`src/rtl/count_frame_tx.sv`:
```
// Count response framer: latches a finished photon count and sends it as 16-bit words over a valid/ready handshake.
// Optional macro FRAME_CHECKSUM_EN appends a 16-bit sum word, giving 4-word frames instead of 3.
module count_frame_tx #(
    parameter int          COUNT_W = 32,
    parameter logic [7:0]  HEADER  = 8'hA5
) (
    input  logic               CLK,
    input  logic               RST,
    input  logic [COUNT_W-1:0] COUNT_VALUE,
    input  logic               COUNT_DONE,
    input  logic               READ_REQ,
    output logic [15:0]        TX_DATA,
    output logic               TX_VALID,
    input  logic               TX_READY,
    output logic               BUSY,
    output logic               OVERRUN
);

    typedef enum logic [2:0] {
        S_IDLE,
        S_PREP,
        S_HDR,
        S_CNT_HI,
        S_CNT_LO
`ifdef FRAME_CHECKSUM_EN
        , S_CSUM
`endif
    } state_t;

    state_t      state_q;
    logic [31:0] lat_q;
    logic [31:0] snap_q;
    logic        fresh_q;
    logic        fsnap_q;
    logic [5:0]  seq_q;
    logic        req_q;
    logic [15:0] tx_data_q;
    logic        tx_valid_q;
    logic        busy_q;
    logic        overrun_q;

    logic [31:0] count_ext_d;
    logic        req_rise_d;
    logic        xfer_d;
    logic [15:0] hdr_word_d;

    assign count_ext_d = 32'(COUNT_VALUE);
    assign req_rise_d  = READ_REQ & ~req_q;
    assign xfer_d      = tx_valid_q & TX_READY;
    assign hdr_word_d  = {HEADER, fsnap_q, 1'b0, seq_q};

`ifdef FRAME_CHECKSUM_EN
    function automatic logic [15:0] frame_sum(input logic [15:0] hdr, input logic [31:0] cnt);
        frame_sum = hdr + cnt[31:16] + cnt[15:0];
    endfunction
`endif

    // Capture, request edge detection and frame sequencing.
    always_ff @(posedge CLK or posedge RST) begin
        if (RST) begin
            state_q    <= S_IDLE;
            lat_q      <= 32'd0;
            snap_q     <= 32'd0;
            fresh_q    <= 1'b0;
            fsnap_q    <= 1'b0;
            seq_q      <= 6'd0;
            req_q      <= 1'b0;
            tx_data_q  <= 16'd0;
            tx_valid_q <= 1'b0;
            busy_q     <= 1'b0;
            overrun_q  <= 1'b0;
        end else begin
            req_q <= READ_REQ;
            if (COUNT_DONE) begin
                lat_q   <= count_ext_d;
                fresh_q <= 1'b1;
                if (busy_q) begin
                    overrun_q <= 1'b1;
                end
            end
            case (state_q)
                S_IDLE: begin
                    if (req_rise_d) begin
                        // A count arriving in the start cycle wins over the older latch.
                        snap_q    <= COUNT_DONE ? count_ext_d : lat_q;
                        fsnap_q   <= fresh_q | COUNT_DONE;
                        fresh_q   <= 1'b0;
                        overrun_q <= 1'b0;
                        busy_q    <= 1'b1;
                        state_q   <= S_PREP;
                    end
                end
                S_PREP: begin
                    tx_data_q  <= hdr_word_d;
                    tx_valid_q <= 1'b1;
                    state_q    <= S_HDR;
                end
                S_HDR: begin
                    if (xfer_d) begin
                        tx_data_q <= snap_q[31:16];
                        state_q   <= S_CNT_HI;
                    end
                end
                S_CNT_HI: begin
                    if (xfer_d) begin
                        tx_data_q <= snap_q[15:0];
                        state_q   <= S_CNT_LO;
                    end
                end
                S_CNT_LO: begin
                    if (xfer_d) begin
`ifdef FRAME_CHECKSUM_EN
                        tx_data_q <= frame_sum(hdr_word_d, snap_q);
                        state_q   <= S_CSUM;
`else
                        tx_valid_q <= 1'b0;
                        busy_q     <= 1'b0;
                        seq_q      <= seq_q + 6'd1;
                        state_q    <= S_IDLE;
`endif
                    end
                end
`ifdef FRAME_CHECKSUM_EN
                S_CSUM: begin
                    if (xfer_d) begin
                        tx_valid_q <= 1'b0;
                        busy_q     <= 1'b0;
                        seq_q      <= seq_q + 6'd1;
                        state_q    <= S_IDLE;
                    end
                end
`endif
                default: begin
                    tx_valid_q <= 1'b0;
                    busy_q     <= 1'b0;
                    state_q    <= S_IDLE;
                end
            endcase
        end
    end

    assign TX_DATA  = tx_data_q;
    assign TX_VALID = tx_valid_q;
    assign BUSY     = busy_q;
    assign OVERRUN  = overrun_q;

endmodule

```
`config.mk`:
```
export PLATFORM = sky130hd
export DESIGN_NAME = count_frame_tx
export DESIGN_NICKNAME = d
export VERILOG_FILES = /design/src/rtl/count_frame_tx.sv
export SDC_FILE = /design/constraint.sdc
export NUM_CORES = 1
export LEC_CHECK = 0
export BUFFER_PORTS_ARGS = -buffer_cell sky130_fd_sc_hd__buf_2
export CAP_MARGIN = 5
export CORE_ASPECT_RATIO = 0.6
export CORE_MARGIN = 2
export CORE_UTILIZATION = 50
export CTS_CLUSTER_DIAMETER = 120
export DETAILED_ROUTE_END_ITERATION = 10
export PLACE_DENSITY = 0.81
export SKIP_CTS_REPAIR_TIMING = 1
export SYNTH_ARGS = -nofsm -noshare
export SYNTH_HDL_FRONTEND = slang
export SYNTH_SLANG_ARGS = --single-unit
```
`constraint.sdc`:
```
create_clock -name CLK -period 2.9 [get_ports CLK]
set_input_delay 0 -clock CLK [delete_from_list [all_inputs] [get_ports CLK]]
set_output_delay 0 -clock CLK [all_outputs]
set_load 0.01 [all_outputs]
```
==> results of run 1 <==
## cell type report
type	count	area share (%)
sequential	95	47.46
timing repair buffer	94	13.54
tap	108	2.698
multi-input combinational	157	30.10
clock inverter	5	0.8244
clock buffer	11	5.046
inverter	4	0.3248
## registers in the layout, summed over array words and instances (netlist names), 3 cells and up
name / flops
TX_DATA: 16
lat_q: 32
seq_q: 6
state_q: 3
snap_q: 32
## worst max-delay path: stages (launching register included)
cell and delay [ns]:
dfrtp_1 0.57, nor2b_1 0.47, buf_4 0.27, mux2_2 0.35, mux2_2 0.26
## worst paths after layout
kind,cells past startpoint,endpoint,slack (ns)
max reg2reg,4,TX_DATA[1],0.86
max,4,TX_DATA[1],0.86
min,3,state_q[1],0.13
min reg2reg,1,seq_q[5],0.48
max in group asynchronous,4,seq_q[0],1.84
min in group asynchronous,3,lat_q[25],0.33
## cell usage in the layout, fill, tap and decap left out
cell	n
dfrtp_1	95
nor2b_1	2
buf_12	2
mux2_4	3
ha_1	1
a211oi_1	1
clkinvlp_4	2
o21bai_1	1
clkbuf_8	2
o22ai_1	1
nand2_2	1
and2_1	2
clkbuf_16	9
xnor2_1	5
a21oi_2	1
inv_6	1
a21oi_1	6
clkinv_2	1
inv_1	3
mux2_2	90
mux2i_1	12
nand3_1	5
buf_2	55
nand2b_1	2
nor3b_4	2
nor3b_1	1
clkinv_4	2
nand4_1	1
nor2_1	9
nand2_1	6
o32ai_1	1
a22o_1	1
dlygate4sd3_1	34
buf_4	3
and3_1	3
## stage by stage
step | total power, mW | cell area [µm²]
after global routing | 4.884 | 5009
after detailed placement | 3.465 | 4374
final | 4.622 | 5009
after global placement | 3.397 | 4374
after floorplan | 3.115 | 4026
after CTS | 4.622 | 4668
## metal layers
metal / share of wire, % / up-vias / global-route usage, % / wire length [µm]
met5: 0 / - / 0 / 0
met4: 0.86 / 0 / 6.667 / 67
met3: 3.8 / 10 / 4.736 / 301
met2: 45 / 56 / 26.60 / 3503
met1: 50 / 1257 / 27.39 / 3948
li1: - / 1135 / - / -
## report_power, final
group          internal [mW]  leakage (nW)  switching, mW  total, mW
Combinational          0.833          1.02          0.604       1.44
Sequential              1.75          1.14          0.298       2.05
Clock                  0.634         0.138          0.503       1.14
Total                   3.22          2.29           1.40       4.62
## cell families (layout without fill, tap and decap cells)
| family | Yosys count | after routing |
|---|---|---|
| AOI/OAI and AO/OA | 12 | 12 |
| and+or+nand+nor | 34 | 34 |
| adders and majority gates | 1 | 1 |
| buffers and inverters | 18 | 114 |
| muxes | 105 | 105 |
| DFF | 95 | 95 |
| xor gates and xnor gates | 5 | 5 |
==> flow_summary.yaml, run 1 <==
routing:
  vias_per_cell: 5.186
  routedWlPerCell_um: 16.50
  routed_wl_um: 7821
  vias: 2458
  drc: 0
  postRouteAntennaNets: 0
  drt_pass1_iterations: 4
  drt_iter0_drc: 114
power_and_ir_drop:
  ir_drop_mv: 0.4053
  p_per_area_nw_per_um2: 922.9
  power.leakage_nw: 2.292
logic_synthesis:
  yosysUniqueCellTypes: 30
  synth_most_common_cell: "dfrtp_1"
  synthTopCellsByCount: "95 x dfrtp_1, 90 x mux2_2, 12 x mux2i_1"
  synth_edf_count: 0
  synth_compound_area_share_pct: 1.927
  yosysTopAreaCellShare_pct: 59.04
  syn_area_um2: 4026
  yosys_warnings: 0
  synthCells: 270
  synth-simple-area-share_pct: 4.848
  ys_ff_latch: 95
  synthFlopType: "dfrtp_1"
  muxShareOfSynthArea_pct: 29.27
  synthAdderAreaFrac_pct: 0.3108
  netlist.top_cell.by_area: "dfrtp_1"
  synth_fp_nets: 308
  synthArstFlopShare_pct: 100.0
  yosys-top-cells-area: "dfrtp_1 59%, mux2_2 25%, mux2i_1 3.0%"
  yosysSeqAreaShare_pct: 59.04
  avgSynthCellArea_um2: 14.91
  synth_xor_area_share_pct: 1.088
  synth_top_family_by_area: "multiplexers"
sta:
  max_freq_mhz: 489.5
  worst_slew_margin_rel_pct: 44.91
  worstMarginPinSlew_ns: 0.8254
  finClkSkew_ns: 0.009439
  hold_viol: 0
  finalSetupTns_ns: 0
  slew_viol_final: 0
  hold_ws_ns: 0.1350
  timing.final.crit_share_pct: 70.45
  period_needed_ns: 2.043
  grt_setup_unrepaired: "no"
  finalSetupViolCount: 0
  setup_slack_ns: 0.8570
critical_path:
  crit_start: "state_q[1]"
  worstReg2RegStart: "state_q[1]"
  required_ns: 3.12
  worstSetupEndpointType: "register"
  cp_data_arrival_time_ns: 2.26
  worstPathMaxFanout: 11
  worst_setup_path_start_kind: "register"
  worstSetupPathType: "reg -> reg"
placement:
  hpwlAfterDp_um: 5082
  place_ws_ns: 0.8777
  dpl.cell_count: 424
  place_congestion: 0.7957
  io_buffers: 55
floorplanning:
  io_pins: 56
  die_w_um: 119.9
  start_util_pct: 51.28
  dieArea_um2: 8810
  floorplan.rows: 25
  die_h_um: 73.51
  core_area_um2: 7851
clocking:
  htreeDepth: 3
  cts_max_path_buffers: 2
  cts.sinks: 95
  cts_tree: "built"
  clk_pin_slew_worst_paths_ns: 0.06
  ctsRootBufferMaster: "clkbuf_16"
  clk_latency_ns: 0.34
  cts_buffers: 9
final_layout:
  finalCoreUtilization_pct: 63.79
  fillers: 573
  num_antenna_cells: 0
  seqCellArea_um2: 2377
  multi_input_area_um2: 1508
  drive_gt1_share_pct: 47.54
  instances_no_fill: 474
  syn2layout_area_growth_pct: 24.39
  final_nets: 399
global_route:
  grt_pass1_vias: 2385
  overflow: 0
  antenna_found_initial: 0
  grt_start_max_net_pins: 50
  grt_pass1_wl_um: 12360
  grt_use_total_pct: 18.52
worst_hold_path:
  hold_path_class: "in -> reg"
  holdCritStartpoint: "TX_READY"
outcome:
  status: "completed"
run:
  drv_cap: 0
(Power assumes the default switching activity.)
==> run 2, diff against run 1 <==
--- a/config.mk
+++ b/config.mk
@@ -12,7 +12,7 @@
 export CORE_UTILIZATION = 50
 export CTS_CLUSTER_DIAMETER = 120
 export DETAILED_ROUTE_END_ITERATION = 10
-export PLACE_DENSITY = 0.81
+export PLACE_DENSITY = 0.84
 export SKIP_CTS_REPAIR_TIMING = 1
 export SYNTH_ARGS = -nofsm -noshare
 export SYNTH_HDL_FRONTEND = slang
==> constraint.sdc (replaced) <==
create_clock -name CLK -period 1.8 [get_ports CLK]
set_input_delay 0 -clock CLK [delete_from_list [all_inputs] [get_ports CLK]]
set_output_delay 0 -clock CLK [all_outputs]
set_load 0.01 [all_outputs]
==> run 2 against run 1 <==
Effect of this change: wire length increased by 2.8%; cell count is 1.9% higher; clock skew barely moved; non-clock buffer count is 9 higher; via count grew 1.2%; combinational power is 76% higher; sequential power rose by 58%; clock power is 70% higher; design area up 1.7%; sequential share of layout area fell by 0.79 points; core utilization grew 1.1 points; count of clock-buffer cells in the layout unchanged; largest power group unchanged.
==> flow_summary.yaml, run 2 (synthesis results as in run 1) <==
final_layout:
  final_cell_area_um2: 5094
  layout_commonest_cell: "dfrtp_1"
  drive_gt1_share_pct: 48.80
  seqCellArea_um2: 2377
  final_cell_mix: "95 x dfrtp_1, 90 x mux2_2, 55 x buf_2"
  num_antenna_cells: 0
  syn2layout_area_growth_pct: 26.51
  final_nets: 408
  fillers: 565
  multi_input_area_um2: 1508
floorplanning:
  dieArea_um2: 8810
  die_h_um: 73.51
  die_w_um: 119.9
  floorplan.rows: 25
  io_pins: 56
  start_util_pct: 51.28
  core_area_um2: 7851
global_route:
  grt_use_met1_pct: 27.64
  grt_use_total_pct: 20.12
  use_met3_pct: 7.143
  grt_start_max_net_pins: 96
  grt_pass1_vias: 2547
  top_usage_layer: "met2"
  grt_pass1_wl_um: 13120
  met2_usage_pct: 30.54
  antenna_found_initial: 0
  overflow: 0
sta:
  grt_setup_unrepaired: "no"
  max_freq_mhz: 612.2
  hold_viol: 0
  finalSetupTns_ns: 0
  finClkSkew_ns: 0.009123
  slew_viol_final: 0
  worstMarginPinSlew_ns: 0.5109
  finalSetupViolCount: 0
  timing.final.crit_share_pct: 90.74
  period_needed_ns: 1.633
  worst_slew_margin_rel_pct: 65.94
clocking:
  clk_latency_ns: 0.34
  htreeDepth: 3
  cts.sinks: 95
  cts_buffers: 9
  clk_pin_slew_worst_paths_ns: 0.07
  ctsRootBufferMaster: "clkbuf_16"
  cts_tree: "built"
  cts_max_path_buffers: 2
worst_hold_path:
  hold_path_class: "in -> reg"
placement:
  place_congestion: 0.8504
  io_buffers: 55
  placed_area_um2: 4444
  hpwlAfterDp_um: 5410
power_and_ir_drop:
  ir_drop_mv: 0.8122
  switching_power_mw: 2.305
  comb_power_share_pct: 32.8
  pwr-share-clk_pct: 25.1
  power.leakage_nw: 2.344
  p_seq_share_pct: 42.0
  internal-power_mw: 5.404
  p_sw_share_pct: 29.90
  power_mw: 7.708
  p_per_area_nw_per_um2: 1513
critical_path:
  worstPathMaxFanout: 9
  endpoint: "TX_DATA[1]"
  required_ns: 2.03
  crit_start: "state_q[1]"
  worstSetupPathType: "reg -> reg"
  cp_data_arrival_time_ns: 1.86
  worstSetupEndpointType: "register"
  r2r_cells: 4
  rrSetupSlack_ns: 0.17
  worst_setup_path_start_kind: "register"
  worstReg2RegStart: "state_q[1]"
  reg2reg_to: "TX_DATA[1]"
routing:
  postRouteAntennaNets: 0
  routedWlPerCell_um: 16.65
  vias: 2487
  drt_iter0_drc: 84
  vias_per_cell: 5.149
  routed_wl_um: 8041
  drt_pass1_iterations: 8
  drc: 0
outcome:
  status: "completed"
run:
  drv_cap: 0
[run 2: cell types whose count changed in the layout (fill, tap and decap cells not counted), sizes merged]
cell / before / now
inv: 4 / 3
buf: 60 / 69
bufinv: 0 / 1
[run 2: how the worst min path moves through the flow]
stage                     depth (start not counted)     start          to  slack (ns)
after detailed placement                          1  READ_REQ       req_q        0.14
after global routing                              3  TX_READY  state_q[1]        0.09
final                                             3  TX_READY  state_q[1]        0.09
after floorplan                                   0  READ_REQ       req_q        0.03
after global placement                            1  READ_REQ       req_q        0.15
after CTS                                         1  READ_REQ       req_q       -0.22
[run 2: metrics by stage]
step / utilization [%] / instances / hold WS (ns) / worst slack, ns
2_1_floorplan: - / 270 / 0.03143 / 0.2719
3_3_place_gp: 56.61 / 433 / 0.1478 / 0.2644
3_5_place_dp: 56.61 / 433 / 0.1418 / 0.1845
4_1_cts: 60.54 / 449 / -0.2178 / 0.1787
5_1_grt: 64.88 / 483 / 0.09030 / 0.05294
6_report: 64.88 / 483 / 0.08762 / 0.1666
[run 2: power groups by stage]
stage | clock (mW) | combinational, mW | sequential [mW]
after floorplan | 0 | 1.83 | 3.19
after global placement | 0 | 2.34 | 3.23
after detailed placement | 0 | 2.46 | 3.26
after CTS | 1.97 | 2.49 | 3.24
after global routing | 2.05 | 2.76 | 3.33
final | 1.94 | 2.53 | 3.24
[run 2: worst max-delay path: stages, from the launching register on]
cell	delay (ns)
dfrtp_1	0.49
nor2b_1	0.21
buf_4	0.21
mux2_2	0.35
mux2_2	0.26
[run 2: routing by layer]
layer  part of all wire (%)  wire (µm)
met5                      0          0
met2                     45       3637
met3                    5.0        402
met1                     48       3884
met4                    1.4        116
[run 2: cell type report]
| cell class | count | area share, % |
|---|---|---|
| flip-flops and latches | 95 | 46.67 |
| multi-input cells | 157 | 29.60 |
| repair buffers | 103 | 14.64 |
| clock buffers | 11 | 4.962 |
| well taps | 108 | 2.653 |
| clock inverters | 5 | 1.105 |
| inverters | 4 | 0.3685 |
==> run 3, diff against run 2 <==
--- a/config.mk
+++ b/config.mk
@@ -5,6 +5,7 @@
 export SDC_FILE = /design/constraint.sdc
 export NUM_CORES = 1
 export LEC_CHECK = 0
+export ABC_AREA = 1
 export BUFFER_PORTS_ARGS = -buffer_cell sky130_fd_sc_hd__buf_2
 export CAP_MARGIN = 5
 export CORE_ASPECT_RATIO = 0.6
==> run 3 against run 2 <==
Effect of this change: sequential cell count unchanged; core utilization decreased by 0.48 points; first-iteration DRC count increased to 3.7 times the previous value; die area increased by 1.5%; global-route usage increased by 1.2 points; cell count increased by 32%; hold slack improved by 0.061 ns; non-clock buffer count decreased by 4; wire length increased by 9.0%; design area about the same; total power decreased by 1.5%; fmax decreased by 0.73%; critical path type unchanged; critical endpoint is now TX_DATA[0].
==> flow_summary.yaml, run 3 <==
outcome:
  status: "completed"
clocking:
  cts_buffers: 9
  htreeDepth: 3
  ctsRootBufferMaster: "clkbuf_16"
  cts.sinks: 95
  clk_latency_ns: 0.34
  clk_pin_slew_worst_paths_ns: 0.07
  cts_tree: "built"
  cts_max_path_buffers: 2
logic_synthesis:
  synthFlopType: "dfrtp_1"
  avgSynthCellArea_um2: 9.397
  syn_area_um2: 4088
  yosys_warnings: 0
  ys_ff_latch: 95
  yosysTopAreaCellShare_pct: 58.16
  yosysSeqAreaShare_pct: 58.16
  yosysUniqueCellTypes: 24
  synthTopCellsByCount: "183 x nand2_1, 95 x dfrtp_1, 31 x nand3_1"
  synthCells: 435
  netlist.top_cell.by_area: "dfrtp_1"
  yosys-top-cells-area: "dfrtp_1 58%, nand2_1 17%, mux2_2 7.4%"
  synth_most_common_cell: "nand2_1"
  synthArstFlopShare_pct: 100.0
  synth_fp_nets: 473
  synth_edf_count: 0
sta:
  finalSetupTns_ns: 0
  timing.final.crit_share_pct: 91.41
  hold_viol: 0
  worst_slew_margin_rel_pct: 54.22
  finClkSkew_ns: 0.008051
  worstMarginPinSlew_ns: 0.6866
  period_needed_ns: 1.645
  grt_setup_unrepaired: "no"
  finalSetupViolCount: 0
  slew_viol_final: 0
  setup_slack_ns: 0.1546
  max_freq_mhz: 607.8
final_layout:
  layout_commonest_cell: "nand2_1"
  final_cell_mix: "183 x nand2_1, 95 x dfrtp_1, 55 x buf_2"
  drive_gt1_share_pct: 22.12
  syn2layout_area_growth_pct: 24.67
  final_nets: 563
  num_antenna_cells: 0
power_and_ir_drop:
  p_per_area_nw_per_um2: 1489
  power.leakage_nw: 2.618
  ir_drop_mv: 0.9676
critical_path:
  cp_top_family: "simple AND/OR/NAND/NOR gates"
  worstSetupEndpointType: "register"
  cpMaxStageDelayCell: "dfrtp_1"
  path_cells: "nor2_4 > nand2_1 > buf_4 > nand3_1 > nand2_1 > nand2_1 > nand2_1"
  worst_setup_path_start_kind: "register"
  worstSetupPathType: "reg -> reg"
  cp_data_arrival_time_ns: 1.88
  worstPathMaxFanout: 8
  crit_path_max_incr_delay_ns: 0.51
  crit_buf_inv: 1
  required_ns: 2.04
  cp_common_cell: "nand2_1"
routing:
  routedWlPerCell_um: 13.76
  routed_wl_um: 8762
  drc: 0
  postRouteAntennaNets: 0
  drt_pass1_iterations: 4
  drt_iter0_drc: 307
  vias_per_cell: 5.017
  vias: 3196
global_route:
  grt_use_total_pct: 21.33
  grt_pass1_wl_um: 14650
  overflow: 0
  antenna_found_initial: 0
  grt_start_max_net_pins: 96
  grt_pass1_vias: 3065
floorplanning:
  io_pins: 56
  die_h_um: 74.04
  dieArea_um2: 8938
  start_util_pct: 51.65
  floorplan.rows: 25
  core_area_um2: 7914
  die_w_um: 120.7
placement:
  place_congestion: 0.8964
  io_buffers: 55
  hpwlAfterDp_um: 5971
  place_ws_ns: 0.09175
run:
  drv_cap: 0
worst_hold_path:
  hold_path_class: "in -> reg"
-- run 3: cell families after synthesis --
group | Yosys count | synth area share (%)
flip-flops | 95 | 58.16
AND/OR/NAND/NOR | 238 | 25.01
adder cells (fa/ha/maj) | 1 | 0.3060
multiplexers | 27 | 7.438
AO/OA/AOI/OAI | 21 | 2.632
buffers and inverters | 49 | 5.601
XOR/XNOR | 4 | 0.8572
-- run 3: cell type report --
cell class                      count  area [µm²]
Multi-Input combinational cell    291        1486
Sequential cell                    95        2377
Clock buffer                       12       236.5
Timing Repair Buffer               99       703.2
Fill cell                         630        2818
Inverter                           29       112.6
Tap cell                          108       135.1
Clock inverter                      3       45.04
-- run 3: path summary, 6_finish.rpt --
path | startpoint | end | slack, ns | cells after the start
min in group asynchronous | RST | lat_q[23] | 0.32 | 4
max | state_q[2] | TX_DATA[0] | 0.15 | 7
max reg2reg | state_q[2] | TX_DATA[0] | 0.15 | 7
max in group asynchronous | RST | OVERRUN | 1.07 | 4
min reg2reg | TX_DATA[11] | TX_DATA[11] | 0.48 | 2
min | TX_READY | state_q[1] | 0.15 | 4
-- run 3: power by group --
part,internal (mW),switching (mW)
clock network,1.07,0.761
logic,0.937,1.60
registers,2.79,0.436
-- run 3: metal layers --
metal | global-route usage, % | share of wire [%] | vias to the layer above
li1 | - | - | 1552
met1 | 29.63 | 48 | 1562
met2 | 33.65 | 46 | 78
met3 | 6.212 | 5.0 | 4
met4 | 5.556 | 0.43 | 0
met5 | 0 | 0 | -
-- run 3: per-stage QoR --
step	hold WS [ns]	std cells	instance area, µm²	util, %	total power, mW
final	0.1486	637	5096	64.40	7.590
after global routing	0.1805	637	5096	64.40	8.141
after CTS	-0.2066	603	4751	60.03	7.559
after detailed placement	0.1547	588	4469	56.47	5.701
after global placement	0.1579	588	4469	56.47	5.583
after floorplan	0.03143	435	4091	-	5.003
-- run 3: worst reg2reg max path, cell delays in order (launching register included) --
cell and delay [ns]:
dfrtp_1 0.51, nor2_4 0.24, nand2_1 0.25, buf_4 0.25, nand3_1 0.08, nand2_1 0.09
nand2_1 0.07, nand2_1 0.05
